$ cat src/rtl/adc_scan_controller.sv
// Purpose : round-robin scan of up to 8 channels on a 10-bit SPI (mode 0) ADC; each result is offered on a valid/ready port.
// Latency : sampleValid rises 33*DIV clocks after the adcCsN fall; busy drops DIV clocks after that.
// Backpr. : no new frame starts while sampleValid is high; the result is held, never dropped or overwritten.
//
// Ports:
//   clockIn, reset           system clock (posedge), asynchronous active-high reset
//   enable, channelMask      start permission and scan set (bit n = channel n)
//   adcCsN/adcSclk/adcMosi   ADC pins driven by this block (all registered)
//   adcMiso                  ADC data in, sampled on the rising SCLK tick
//   sampleData/Channel/Valid result port, held until sampleValid && sampleReady
//   sampleReady              consumer accept
//   busy                     high whenever the sequencer is not idle
module adc_scan_controller #(
    parameter int DIV       = 4,
    parameter int DATA_BITS = 10
) (
    input  logic                 clockIn,
    input  logic                 reset,
    input  logic                 enable,
    input  logic [7:0]           channelMask,
    output logic                 adcCsN,
    output logic                 adcSclk,
    output logic                 adcMosi,
    input  logic                 adcMiso,
    output logic [DATA_BITS-1:0] sampleData,
    output logic [2:0]           sampleChannel,
    output logic                 sampleValid,
    input  logic                 sampleReady,
    output logic                 busy
);

    typedef enum logic [1:0] {IDLE, SETUP, SHIFT, GAP} state_t;

    localparam logic [15:0] TICK_RELOAD    = 16'(DIV - 1);
    localparam logic [4:0]  LAST_BIT       = 5'(5 + DATA_BITS);
    localparam logic [4:0]  FIRST_DATA_BIT = 5'd6;

    state_t               r_state, w_state;
    logic                 r_phase_fall, w_phase_fall;
    logic [4:0]           r_bit, w_bit;
    logic [15:0]          r_tick_cnt;
    logic                 w_tick;
    logic [2:0]           r_ch, w_ch;
    logic [2:0]           r_last_ch, w_last_ch;
    logic [2:0]           w_next_ch;
    logic                 r_cs_n, w_cs_n;
    logic                 r_sclk, w_sclk;
    logic                 r_mosi, w_mosi;
    logic [DATA_BITS-1:0] r_shift, w_shift;
    logic [DATA_BITS-1:0] r_data, w_data;
    logic [2:0]           r_sample_ch, w_sample_ch;
    logic                 r_valid, w_valid;

    // Command bits in wire order: start, single-ended, ch[2], ch[1], ch[0]; zero afterwards.
    function automatic logic cmd_bit(input logic [2:0] ch, input logic [4:0] idx);
        case (idx)
            5'd0:    return 1'b1;
            5'd1:    return 1'b1;
            5'd2:    return ch[2];
            5'd3:    return ch[1];
            5'd4:    return ch[0];
            default: return 1'b0;
        endcase
    endfunction

    // Bit-rate divider: parked at reload while idle so every frame starts with a full tick period.
    always_ff @(posedge clockIn or posedge reset) begin
        if (reset) begin
            r_tick_cnt <= TICK_RELOAD;
        end else if (r_state == IDLE || r_tick_cnt == 16'd0) begin
            r_tick_cnt <= TICK_RELOAD;
        end else begin
            r_tick_cnt <= r_tick_cnt - 16'd1;
        end
    end

    assign w_tick = (r_state != IDLE) && (r_tick_cnt == 16'd0);

    // First enabled channel after the last one scanned, wrapping 7 -> 0.
    // The loop runs from the farthest candidate to the nearest so the nearest wins;
    // offset 8 wraps to the last channel itself (single-bit mask case).
    always_comb begin
        w_next_ch = r_last_ch;
        for (int k = 8; k >= 1; k--) begin
            if (channelMask[r_last_ch + 3'(k)]) begin
                w_next_ch = r_last_ch + 3'(k);
            end
        end
    end

    always_ff @(posedge clockIn or posedge reset) begin
        if (reset) begin
            r_state      <= IDLE;
            r_phase_fall <= 1'b0;
            r_bit        <= 5'd0;
            r_ch         <= 3'd0;
            r_last_ch    <= 3'd7;
            r_cs_n       <= 1'b1;
            r_sclk       <= 1'b0;
            r_mosi       <= 1'b0;
            r_shift      <= '0;
            r_data       <= '0;
            r_sample_ch  <= 3'd0;
            r_valid      <= 1'b0;
        end else begin
            r_state      <= w_state;
            r_phase_fall <= w_phase_fall;
            r_bit        <= w_bit;
            r_ch         <= w_ch;
            r_last_ch    <= w_last_ch;
            r_cs_n       <= w_cs_n;
            r_sclk       <= w_sclk;
            r_mosi       <= w_mosi;
            r_shift      <= w_shift;
            r_data       <= w_data;
            r_sample_ch  <= w_sample_ch;
            r_valid      <= w_valid;
        end
    end

    always_comb begin
        w_state      = r_state;
        w_phase_fall = r_phase_fall;
        w_bit        = r_bit;
        w_ch         = r_ch;
        w_last_ch    = r_last_ch;
        w_cs_n       = r_cs_n;
        w_sclk       = r_sclk;
        w_mosi       = r_mosi;
        w_shift      = r_shift;
        w_data       = r_data;
        w_sample_ch  = r_sample_ch;
        w_valid      = r_valid;

        if (r_valid && sampleReady) begin
            w_valid = 1'b0;
        end

        case (r_state)
            IDLE: begin
                // A pending result blocks the next start: backpressure stalls the scan.
                if (enable && (channelMask != 8'd0) && !r_valid) begin
                    w_ch      = w_next_ch;
                    w_last_ch = w_next_ch;
                    w_cs_n    = 1'b0;
                    w_state   = SETUP;
                end
            end
            SETUP: begin
                if (w_tick) begin
                    w_mosi       = cmd_bit(r_ch, 5'd0);
                    w_bit        = 5'd0;
                    w_phase_fall = 1'b0;
                    w_state      = SHIFT;
                end
            end
            SHIFT: begin
                if (w_tick) begin
                    if (!r_phase_fall) begin
                        w_sclk = 1'b1;
                        // Bits before FIRST_DATA_BIT are command time and the ADC null bit.
                        if (r_bit >= FIRST_DATA_BIT) begin
                            w_shift = {r_shift[DATA_BITS-2:0], adcMiso};
                        end
                        w_phase_fall = 1'b1;
                    end else begin
                        w_sclk = 1'b0;
                        if (r_bit < LAST_BIT) begin
                            w_bit        = r_bit + 5'd1;
                            w_mosi       = cmd_bit(r_ch, r_bit + 5'd1);
                            w_phase_fall = 1'b0;
                        end else begin
                            w_cs_n      = 1'b1;
                            w_mosi      = 1'b0;
                            w_data      = r_shift;
                            w_sample_ch = r_ch;
                            w_valid     = 1'b1;
                            w_state     = GAP;
                        end
                    end
                end
            end
            GAP: begin
                // One tick of chip-select high before the next frame may begin.
                if (w_tick) begin
                    w_state = IDLE;
                end
            end
            default: begin
                w_state = IDLE;
            end
        endcase
    end

    assign adcCsN        = r_cs_n;
    assign adcSclk       = r_sclk;
    assign adcMosi       = r_mosi;
    assign sampleData    = r_data;
    assign sampleChannel = r_sample_ch;
    assign sampleValid   = r_valid;
    assign busy          = (r_state != IDLE);

endmodule
$ cat config.mk
export PLATFORM = sky130hd
export DESIGN_NAME = adc_scan_controller
export DESIGN_NICKNAME = d
export VERILOG_FILES = /design/src/rtl/adc_scan_controller.sv
export SDC_FILE = /design/constraint.sdc
export NUM_CORES = 1
export LEC_CHECK = 0
export BUFFER_PORTS_ARGS = -buffer_cell sky130_fd_sc_hd__buf_2
export CAP_MARGIN = 0
export CORE_MARGIN = 5
export CORE_UTILIZATION = 54
export DETAILED_ROUTE_END_ITERATION = 10
export GPL_ROUTABILITY_DRIVEN = 0
export HOLD_SLACK_MARGIN = 0.1
export MAX_ROUTING_LAYER = met4
export PLACE_DENSITY = 0.8
export SLEW_MARGIN = 0
export SYNTH_ARGS = -nofsm -noshare
export SYNTH_HDL_FRONTEND = slang
export SYNTH_SLANG_ARGS = --single-unit
export TNS_END_PERCENT = 20
$ cat constraint.sdc
create_clock -name clockIn -period 3.1 [get_ports clockIn]
set_clock_uncertainty 0.05 [all_clocks]
set_input_delay 0.62 -clock clockIn [delete_from_list [all_inputs] [get_ports clockIn]]
set_output_delay 0.62 -clock clockIn [all_outputs]
set_load 0.02 [all_outputs]
Word level (Yosys, flattened, before mapping)
Cells that the tools add are included.
{"block": "totals", "inputBits": 13, "register_bits": 57}
{"block": "classes", "eq_ne": 14, "bitwise": 2, "n_reduce_logical": 23, "magnitude_cmp": 9, "muxes": 56, "add_sub_neg": 9}
{"operator": "< comparator 3 x 4 -> 1 bit (second input constant)", "count": 7}
{"operator": "2-to-1 mux 1 bit", "count": 25}
{"operator": "binary-select mux 1 bit (select 3 bit)", "count": 7}
{"operator": "2-to-1 mux 3 bit", "count": 7}
{"operator": "2-to-1 mux 5 bit", "count": 4}
{"operator": "logical NOT 16 bit", "count": 1}
{"operator": "2-to-1 mux 16 bit", "count": 1}
{"operator": "subtractor 16 x 1 -> 16 bit (second input constant)", "count": 1}
{"operator": "adder 3 bit (second input constant)", "count": 4}
{"operator": "2-to-1 mux 2 bit", "count": 6}
{"operator": "inequality test 2 bit (second input constant)", "count": 6}
{"operator": "AND reduction 4 bit", "count": 3}
{"operator": "== test 5 x 2 -> 1 bit (second input constant)", "count": 2}
{"operator": "one-hot mux 5 bit (2 select lines)", "count": 1}
{"operator": "AND reduction 5 bit", "count": 2}
{"operator": "one-hot mux 2 bit (4 select lines)", "count": 1}
{"operator": "nonzero test 8 bit", "count": 1}
{"operator": "adder 3 x 2 -> 3 bit (second input constant)", "count": 2}
{"operator": "one-hot mux 1 bit (2 select lines)", "count": 3}
{"operator": "AND reduction 6 bit", "count": 1}
{"operator": "nonzero test 2 bit", "count": 3}
{"operator": "adder 5 x 1 -> 5 bit (second input constant)", "count": 1}
{"operator": "== test 5 x 1 -> 1 bit (second input constant)", "count": 1}
{"operator": "== test 5 x 3 -> 1 bit (second input constant)", "count": 1}
{"operator": "other kinds (16)", "count": 22}

Logic depth before layout (Yosys ltp)
Gate-level depths: netlist of the first run.
{"block": "logic_depth", "ltp_word": 10, "ltp_mapped": 11, "ltp_nobuf": 8}

Worst setup path before layout of the first run
No wires, ideal clock.
{"block": "synth_timing", "kind": "reg-to-reg", "startpoint": "register r_last_ch[0]", "endpoint": "register r_ch[0]", "period_less_slack_ps": 3340, "n_path_buf": 3, "stages_incl_launch_ff": 12, "setup_time_ps": 95, "slack_ps": -240, "t_arrival_ps": 3195, "path_cell_list": "dfstp_2 buf_2 clkbuf_1 inv_1 ha_1 clkbuf_1 mux4_2 mux2_2 nand2b_1 o211a_1 o21a_1 o31ai_1"}
{"block": "synth_between", "elab_chain_len": 10, "word_cells_on_any_way": 28, "classes_between": "add/sub (7); mux (21)"}
{"element": "start: declaration", "line_no": "44", "text": "logic [2:0] r_last_ch, w_last_ch;"}
{"element": "start signal: assignment", "line_no": "110", "text": "r_last_ch <= w_last_ch;"}
{"element": "adder 3 bit", "line_no": "85, 86"}
{"element": "binary-select mux 1 bit (select 3 bit)", "line_no": "85", "text": "if (channelMask[r_last_ch + 3'(k)]) begin"}
{"element": "2-to-1 mux 1 bit (implied by the code)", "line_no": "85"}
{"element": "2-to-1 mux 3 bit (6 in a row)", "line_no": "85"}
{"element": "2-to-1 mux 3 bit (*)", "line_no": "85"}
{"element": "end signal: assignment", "line_no": "109", "text": "r_ch <= w_ch;"}
{"element": "end: declaration", "line_no": "43", "text": "logic [2:0] r_ch, w_ch;"}
Every way passes the cells marked *; elsewhere a longest branch is shown, timed or not. The select of a mux whose other input is x is not followed.
A chain may end at the register's enable or synchronous reset.

Worst setup path in the final report of the first run
{"block": "layout_timing", "startpoint": "register r_last_ch[1]", "endpoint": "register r_ch[0]"}
{"block": "layout_between", "elab_chain_len": 10, "word_cells_on_any_way": 28, "classes_between": "add/sub (7); mux (21)"}
{"element": "adder 3 bit", "line_no": "85"}
{"element": "binary-select mux 1 bit (select 3 bit)", "line_no": "85"}
{"element": "2-to-1 mux 1 bit (implied by the code)", "line_no": "85"}
{"element": "2-to-1 mux 3 bit (6 in a row)", "line_no": "85"}
{"element": "2-to-1 mux 3 bit (*)", "line_no": "85"}
Marked as above.

==> results of run 1 <==
worst paths after layout:
kind	slack (ps)	cells past startpoint	from	endpoint
max	330	8	r_last_ch[1]$_DFFE_PP1P_	r_ch[0]$_DFFE_PP0P_
min	420	3	reset	r_tick_cnt[10]$_DFF_PP0_
max reg2reg	330	8	r_last_ch[1]$_DFFE_PP1P_	r_ch[0]$_DFFE_PP0P_
min reg2reg	420	1	r_tick_cnt[0]$_DFF_PP1_	r_tick_cnt[0]$_DFF_PP1_
max in group asynchronous	2110	3	reset	r_ch[0]$_DFFE_PP0P_
min in group clockIn	420	2	sampleReady	sampleValid$_DFF_PP0_
routing by layer:
metal	up-vias	part of all wire, %	track usage (%)
li1	1267	-	-
met1	1259	44	24.4
met2	77	49	28.6
met3	6	5.7	5.54
met4	0	0.83	5.13
met5	-	0	-
placed cells by master, fill, tap and decap left out, types with 4 or more instances in the layout:
master	count
a21oi_1	18
buf_2	30
buf_4	6
clkbuf_8	9
dfrtp_1	51
dfstp_2	6
ha_1	13
inv_1	17
mux2_2	19
mux2_4	10
mux2i_1	11
mux4_2	11
nand2_1	19
nand2b_1	7
nand3_1	6
nor2_1	34
nor3_1	6
nor4_1	4
o211ai_1	5
o21ai_0	9
xnor2_1	11
xor2_1	7
worst register-to-register path, stage by stage (launching register included):
cell and delay [ps]:
dfstp_2 530, inv_1 100, ha_1 510, mux4_2 420, mux2_2 310, nand2b_1 150, o211a_1 250, o21a_1 170
o31ai_1 190
area by class of cell:
type | count | area share [%]
multi-input cells | 241 | 49.6
inverters | 19 | 1.80
clock inverters | 7 | 1.80
clock buffers | 9 | 3.13
well taps | 77 | 2.44
repair buffers | 36 | 4.94
flip-flops and latches | 57 | 36.3
sequential cells by signal, indices dropped and copies added, names as in the netlist:
name	count
r_ch	3
adcCsN	1
sampleChannel	3
sampleData	10
sampleValid	1
r_tick_cnt	16
adcSclk	1
r_last_ch	3
r_bit	5
r_phase_fall	1
r_state	2
r_shift	10
adcMosi	1
cells by family (layout without fill, tap and decap cells):
logic type / after synthesis / count (layout) / synth area share, %
XOR/XNOR: 18 / 18 / 4.46
adder cells (fa/ha/maj): 13 / 13 / 4.60
multiplexers: 52 / 52 / 20.7
flip-flops: 57 / 57 / 40.5
AND/OR/NAND/NOR: 95 / 95 / 13.6
buffers and inverters: 34 / 71 / 4.03
AO/OA/AOI/OAI: 63 / 63 / 12.0
stage by stage:
| stage | instance area [um2] | utilization (%) |
|---|---|---|
| 6_report | 3950 | 62.3 |
| 5_1_grt | 3950 | 62.3 |
| 4_1_cts | 3950 | 62.3 |
| 3_5_place_dp | 3760 | 59.2 |
| 3_3_place_gp | 3760 | 59.2 |
| 2_1_floorplan | 3540 | - |
power groups by stage:
stage	logic (mW)	clock network (mW)	registers, mW
final	1.85	0.670	1.07
after global routing	2.07	0.725	1.10
after CTS	1.86	0.693	1.07
after detailed placement	1.84	0	1.08
after global placement	1.79	0	1.07
after floorplan	1.52	0	1.03
==> impl_metrics.toml, run 1 <==
[placement]
numPortBuffers = 30
post-place-ws_ps = 358
hpwlAfterDp_um = 4960
placed_cells = 430

[power]
power_switching_mw = 1.47
power.clock.fraction_pct = 18.6
power_mw = 3.60
p_comb_share_pct = 51.6
leakagePower_nw = 1.92
seq_power_share_pct = 29.8
swShare_pct = 40.9
power.density_mw_per_mm2 = 909
internal_power_mw = 2.13
peakVddDrop_mv = 0.536

[synthesis]
ys_warn_count = 0
syn_avg_cell_area_um2 = 10.7
yosys.cell_count.top_type = "dfrtp_1"
ys.flop_type = "dfrtp_1"
yosysTopAreaCell = "dfrtp_1"
syn_nets = 358
yosysTopAreaCellShare_pct = 36.1
synthTopCellsByCount = "51 x dfrtp_1, 34 x nor2_1, 19 x mux2_2, 19 x nand2_1"
syn_area_mm2 = 0.00354
synth-seq-area-share_pct = 40.5
synth_edf_count = 0
synth_area_leaders = "dfrtp_1 36%, mux4_2 7.0%, mux2_2 6.0%, ha_1 4.6%, dfstp_2 4.5%"
ys_ff_latch = 57
syn_inst = 332
yosysUniqueCellTypes = 57
synthArstFlopShare_pct = 100

[cts]
clk_transition_reported_paths_ps = 70
cts_tree = "done"
cts_resized = 0
clock-root-buffer = "clkbuf_8"
htree_num_levels = 3
post_cts_buffers = 0
ctsHoldBuffers = 0
numCtsBuffers = 9
cts_buffer_depth = 2
cts.sinks = 57
insertion_delay_ps = 340

[worst_setup_path]
cp.required_ps = 3290
worst_path_largest_cell_delay_ps = 530
critPathSlowestCell = "dfstp_2"
cp_cell_sequence = "inv_1, ha_1, mux4_2, mux2_2, nand2b_1, o211a_1, o21a_1, o31ai_1"
cpLargestDelayFamily = "multiplexers"
critPathArrivalTime_ps = 2960
path_buf_inv = 1
worstSetupPathType = "reg2reg"
cp_max_fo = 9
cp-end-kind = "register"
start_kind = "register"

[timing]
rsz0062_at_grt = "false"
hold_slack_ps = 416
worst_slew_pin_slew_ps = 701
worst_slack_ps = 325
hold_viol = 0
drv_slew = 0
final-setup-viol-count = 0
post-route-period-util_pct = 89.5
relSlewSlack_pct = 53.3
tns_ps = 0
maxClockFrequency_mhz = 360
fin_crit_ps = 2770

[cells_and_area]
nNetsFinal = 390
n_antenna_cell = 0
drive_gt1_share_pct = 28.5
fillCellCount = 504
regArea_mm2 = 0.00143
multi_input_area_mm2 = 0.00196
final_cell_count_no_fill = 446
syn2layout_area_growth_pct = 11.7

[route]
first_pass_iters = 5
ant_nets = 0
wl_um = 7070
vias_per_cell = 5.85
wl_per_cell_um = 15.9
drtIter0Drc = 259
vias = 2609
remaining_drc_errors = 0

[floorplanning]
die_height_um = 91.0
coreArea_mm2 = 0.00635
initial_core_util_pct = 55.7
rows = 29
io_pins = 31
chipWidth_um = 91.0
dieArea_mm2 = 0.00827

[min_path]
hp-class = "in2async"

[global_route]
grt_pass1_wl_um = 12300
overflow = 0
antenna_found_initial = 0
grt_max_degree = 58
grt_pass1_vias = 2566
grt.total_usage_pct = 18.7

[run_status]
status = "finished clean"

[job]
cap_viol_max_count = 0
Power figures use the tool's default switching activity.
==> run 2: changes to the inputs <==
--- a/config.mk
+++ b/config.mk
@@ -5,6 +5,7 @@
 export SDC_FILE = /design/constraint.sdc
 export NUM_CORES = 1
 export LEC_CHECK = 0
+export ABC_AREA = 1
 export BUFFER_PORTS_ARGS = -buffer_cell sky130_fd_sc_hd__buf_2
 export CAP_MARGIN = 0
 export CORE_MARGIN = 5
==> run 2 against run 1 <==
Compared with the run above:
- fmax grew 9.1%
- synthesized cell count up 33%
- combinational power fell by 94%
- largest cell class unchanged
- first-iteration DRC count fell by 45%
- final cell count rose by 25%
- power decreased by 57%
- utilization is 0.64 points higher
- critical endpoint is now r_ch[1]$_DFFE_PP0P_
- area after synthesis shrank 5.3%
- via count up 11%
- clock-buffer cell count did not move
==> impl_metrics.toml, run 2 <==
[cells_and_area]
multi_input_area_mm2 = 0.00164
regArea_mm2 = 0.00143
stdcell_area_mm2 = 0.00377
final_cell_mix = "122 x nand2_1, 59 x inv_1, 51 x dfrtp_1"
final_common_cell = "nand2_1"
syn2layout_area_growth_pct = 12.4
drive_gt1_share_pct = 17.2
top_register = "r_tick_cnt"
fillCellCount = 527
final_core_util_pct = 62.9
n_antenna_cell = 0
nNetsFinal = 503
largest_reg_flops = 16

[route]
wl_per_cell_um = 12.3
drtIter0Drc = 142
remaining_drc_errors = 0
vias = 2895
wl_um = 6850
first_pass_iters = 4
vias_per_cell = 5.20
ant_nets = 0

[floorplanning]
coreArea_mm2 = 0.00599
rows = 28
initial_core_util_pct = 56.0
io_pins = 31
dieArea_mm2 = 0.00788
chipWidth_um = 88.8
die_height_um = 88.8

[timing]
final-setup-viol-count = 0
maxClockFrequency_mhz = 393
hold_viol = 0
post-route-period-util_pct = 82.1
tns_ps = 0
fin_crit_ps = 2540
drv_slew = 0
rsz0062_at_grt = "false"
relSlewSlack_pct = 54.0
worst_slew_pin_slew_ps = 690

[synthesis]
synth_area_leaders = "dfrtp_1 38%, nand2_1 14%, nand3_1 6.9%, inv_1 6.7%, ha_1 4.9%"
yosysTopAreaCellShare_pct = 38.1
syn_avg_cell_area_um2 = 7.57
synth-seq-area-share_pct = 42.8
syn_nets = 469
yosysUniqueCellTypes = 35
syn_area_mm2 = 0.00335
yosysTopAreaCell = "dfrtp_1"
ys_ff_latch = 57
yosys.cell_count.top_type = "nand2_1"
synth_edf_count = 0
ys_warn_count = 0
synthTopCellsByCount = "122 x nand2_1, 60 x inv_1, 51 x dfrtp_1"
ys.flop_type = "dfrtp_1"
syn_inst = 443
synthArstFlopShare_pct = 100

[placement]
hpwlAfterDp_um = 5080
placed_area_mm2 = 0.00356
numPortBuffers = 30

[worst_setup_path]
r2r_start = "r_last_ch[1]$_DFFE_PP1P_"
start_kind = "register"
worstSetupPathType = "reg2reg"
reg2reg_slack_ps = 560
critPathArrivalTime_ps = 2730
startpoint = "r_last_ch[1]$_DFFE_PP1P_"
worstReg2RegEnd = "r_ch[1]$_DFFE_PP0P_"
crit_end = "r_ch[1]$_DFFE_PP0P_"
cp.required_ps = 3280
cp_max_fo = 13
r2r_cells = 16
cp-end-kind = "register"

[power]
power.density_mw_per_mm2 = 411
power_mw = 1.55
leakagePower_nw = 2.02
peakVddDrop_mv = 0.510

[cts]
cts_tree = "done"
numCtsBuffers = 9
clock-root-buffer = "clkbuf_8"
post_cts_buffers = 0
clk_transition_reported_paths_ps = 80
cts_resized = 0
cts.sinks = 57
ctsHoldBuffers = 0
insertion_delay_ps = 350
htree_num_levels = 3
cts_buffer_depth = 2

[global_route]
overflow = 0
grt.total_usage_pct = 20.2
antenna_found_initial = 0
grt_pass1_wl_um = 12000
grt_max_degree = 58
grt_pass1_vias = 2751

[min_path]
hp-class = "in2async"

[job]
cap_viol_max_count = 0

[run_status]
status = "finished clean"
-- run 2: cell count changes after synthesis, sizes merged, moves of 12 or more --
cell / delta
nand2: +105
mux2: -27
nand3: +42
o21ai: +25
inv: +45
nor2: +12
-- run 2: report_power, final --
part / switching, mW / internal (mW) / leakage, nW
sequential: 0.00317 / 0.746 / 0.739
clock: 0.320 / 0.377 / 0.0960
combinational: 0.0705 / 0.0328 / 1.18
-- run 2: cells by family (layout without fill, tap and decap cells) --
logic type / count (synthesis) / in the layout / share of synthesized area (%)
simple gates: 237 / 237 / 32.0
fa+ha+maj: 13 / 13 / 4.85
buf+inv: 72 / 111 / 8.44
flops: 57 / 57 / 42.8
mux: 3 / 3 / 1.01
xor+xnor: 9 / 9 / 2.58
compound gates: 52 / 52 / 8.36
-- run 2: layout make-up --
type	count	share of cell area, %
Multi-Input combinational cell	314	43.4
Clock buffer	9	3.29
Tap cell	75	2.49
Clock inverter	7	2.12
Sequential cell	57	38.0
Inverter	63	6.27
Timing Repair Buffer	32	4.38
-- run 2: how the worst min path moves through the flow --
stage | end | slack (ps) | depth (start not counted)
2_1_floorplan | r_tick_cnt[0]$_DFF_PP1_ | 380 | 1
3_3_place_gp | r_tick_cnt[0]$_DFF_PP1_ | 390 | 1
3_5_place_dp | r_tick_cnt[0]$_DFF_PP1_ | 390 | 1
4_1_cts | r_tick_cnt[0]$_DFF_PP1_ | 410 | 1
5_1_grt | sampleValid$_DFF_PP0_ | 420 | 2
6_report | sampleData[1]$_DFFE_PP0P_ | 400 | 3
-- run 2: stage by stage --
stage               instances  hold slack (ps)  setup WS (ps)
detailed placement        541              394            626
CTS                       557              411            612
finish                    557              398            556
global placement          541              389            786
global route              557              416            294
floorplan                 443              378           1040
-- run 2: worst max-delay path: stages (launching register included) --
cell and delay, ps:
dfstp_2 670, inv_1 170, ha_1 400, inv_1 190, nand3_1 130, nand3_1 150, nand2_1 110, nand2_1 80
nand3_1 60, nand2_1 50, nand2_1 50, nand2_1 60, nand2_1 50, nand2_1 50, nand2_1 50, nand2_1 70
nand2_1 50
-- run 2: per-layer routing --
layer | track usage (%) | wire length (um) | vias to the layer above
met2 | 30.9 | 3370 | 71
met3 | 5.31 | 344 | 9
met1 | 25.4 | 3030 | 1329
li1 | - | - | 1486
met5 | - | 0 | -
met4 | 8.24 | 102 | 0
==> run 3: changes to the inputs <==
--- a/config.mk
+++ b/config.mk
@@ -5,7 +5,7 @@
 export SDC_FILE = /design/constraint.sdc
 export NUM_CORES = 1
 export LEC_CHECK = 0
-export ABC_AREA = 1
+export ABC_AREA = 0
 export BUFFER_PORTS_ARGS = -buffer_cell sky130_fd_sc_hd__buf_2
 export CAP_MARGIN = 0
 export CORE_MARGIN = 5
==> constraint.sdc (replaced) <==
create_clock -name clockIn -period 2.3 [get_ports clockIn]
set_clock_uncertainty 0.05 [all_clocks]
set_input_delay 0.46 -clock clockIn [delete_from_list [all_inputs] [get_ports clockIn]]
set_output_delay 0.46 -clock clockIn [all_outputs]
set_load 0.02 [all_outputs]
==> run 3 against run 2 <==
Compared with the run above:
- the run now ends with negative setup slack left
- sequential cell count did not move
- worst setup slack got worse by 770 ps
- die area rose by 4.9%
- combinational power rose to 36 times the previous value
- routed wire length rose by 18%
- sequential share of layout area fell by 5.9 points
- hold slack got worse by 270 ps
- critical path type unchanged
==> impl_metrics.toml, run 3 (synthesized netlist as in run 1, its figures left out) <==
[cts]
clk_transition_reported_paths_ps = 60
insertion_delay_ps = 340
ctsHoldBuffers = 0
numCtsBuffers = 9
cts_buffer_depth = 2
clock-root-buffer = "clkbuf_8"
cts_tree = "done"
htree_num_levels = 3
cts.sinks = 57

[worst_setup_path]
cp-end-kind = "register"
cp_max_fo = 6
r2r_cells = 9
cp.required_ps = 2510
critPathArrivalTime_ps = 2730
reg2reg_slack_ps = -220
r2r_start = "r_last_ch[0]$_DFFE_PP1P_"
worstSetupPathType = "reg2reg"
worstReg2RegEnd = "r_last_ch[0]$_DFFE_PP1P_"
start_kind = "register"

[timing]
relSlewSlack_pct = 60.9
post-route-period-util_pct = 110
rsz0062_at_grt = "true"
hold_viol = 0
fin_crit_ps = 2520
tns_ps = -1090
final-setup-viol-count = 16
maxClockFrequency_mhz = 397
worst_slew_pin_slew_ps = 586
drv_slew = 0
worst_slack_ps = -219

[power]
power.density_mw_per_mm2 = 1350
peakVddDrop_mv = 0.780
leakagePower_nw = 2.19

[cells_and_area]
n_antenna_cell = 0
final_common_cell = "dfrtp_1"
final_cell_count_no_fill = 494
largest_reg_flops = 16
top_register = "r_tick_cnt"
final_cell_mix = "51 x dfrtp_1, 48 x buf_4, 34 x nor2_1"
syn2layout_area_growth_pct = 26.6
nNetsFinal = 438
drive_gt1_share_pct = 40.5

[global_route]
antenna_found_initial = 0
grt_pass1_vias = 2875
overflow = 0
grt_max_degree = 33
grt.total_usage_pct = 20.7
grt_pass1_wl_um = 13600

[floorplanning]
chipWidth_um = 91.0
rows = 29
coreArea_mm2 = 0.00635
io_pins = 31
die_height_um = 91.0
dieArea_mm2 = 0.00827
initial_core_util_pct = 55.7

[route]
wl_um = 8100
remaining_drc_errors = 0
vias = 2894
ant_nets = 0
first_pass_iters = 4
vias_per_cell = 5.86
wl_per_cell_um = 16.4
drtIter0Drc = 224

[placement]
placed_cells = 473
hpwlAfterDp_um = 5740
numPortBuffers = 30
post-place-ws_ps = -133

[run_status]
violations = "negative setup slack"
status = "finished, violations left"

[job]
cap_viol_max_count = 0

[min_path]
hp-class = "in2async"
[run 3: power by group]
part	switching [mW]	internal [mW]	total [mW]
registers	0.207	1.23	1.44
logic	1.75	1.92	3.68
clock network	0.402	0.525	0.927
[run 3: how the worst max path moves through the flow]
stage                                    end                      from
floorplan                r_ch[0]$_DFFE_PP0P_  r_last_ch[0]$_DFFE_PP1P_
global placement         r_ch[0]$_DFFE_PP0P_  r_last_ch[0]$_DFFE_PP1P_
detailed placement       r_ch[0]$_DFFE_PP0P_  r_last_ch[0]$_DFFE_PP1P_
CTS                      r_ch[0]$_DFFE_PP0P_  r_last_ch[0]$_DFFE_PP1P_
global route             r_ch[0]$_DFFE_PP0P_  r_last_ch[0]$_DFFE_PP1P_
finish              r_last_ch[0]$_DFFE_PP1P_  r_last_ch[0]$_DFFE_PP1P_
[run 3: metrics by stage]
stage / hold WS (ps) / cell area, um2 / power (mW) / utilization, %
finish: 126 / 4480 / 6.04 / 70.5
CTS: 134 / 4390 / 5.72 / 69.1
floorplan: 386 / 3620 / 3.67 / -
global placement: 396 / 4160 / 4.56 / 65.5
detailed placement: 410 / 4160 / 4.68 / 65.5
global route: 161 / 4480 / 6.45 / 70.5
[run 3: metal layers]
layer	routed length, um	GRT usage (%)	up-vias
met5	0	-	-
met2	4060	33.0	73
met1	3480	25.9	1453
met4	69	5.38	0
li1	-	-	1358
met3	499	6.12	10
[run 3: area by class of cell]
type | instances | area (um2)
Multi-Input combinational cell | 241 | 2070
Timing Repair Buffer | 84 | 604
Sequential cell | 57 | 1440
Inverter | 19 | 73.8
Fill cell | 441 | 1870
Clock inverter | 5 | 55.1
Clock buffer | 11 | 141
Tap cell | 77 | 96.3
[run 3: what timing repair did]
action,CTS,global route
endpoints found under the setup margin,28,29
pin swaps,1,11
resized for setup,2,20
buffers inserted,3,3
[run 3: critical path: stages, from the launching register on]
cell,delay (ps)
dfstp_2,590
inv_4,50
ha_4,300
mux4_2,370
mux2i_2,240
o21ba_4,190
o211a_4,230
buf_4,130
o21ai_2,140
xnor2_1,150
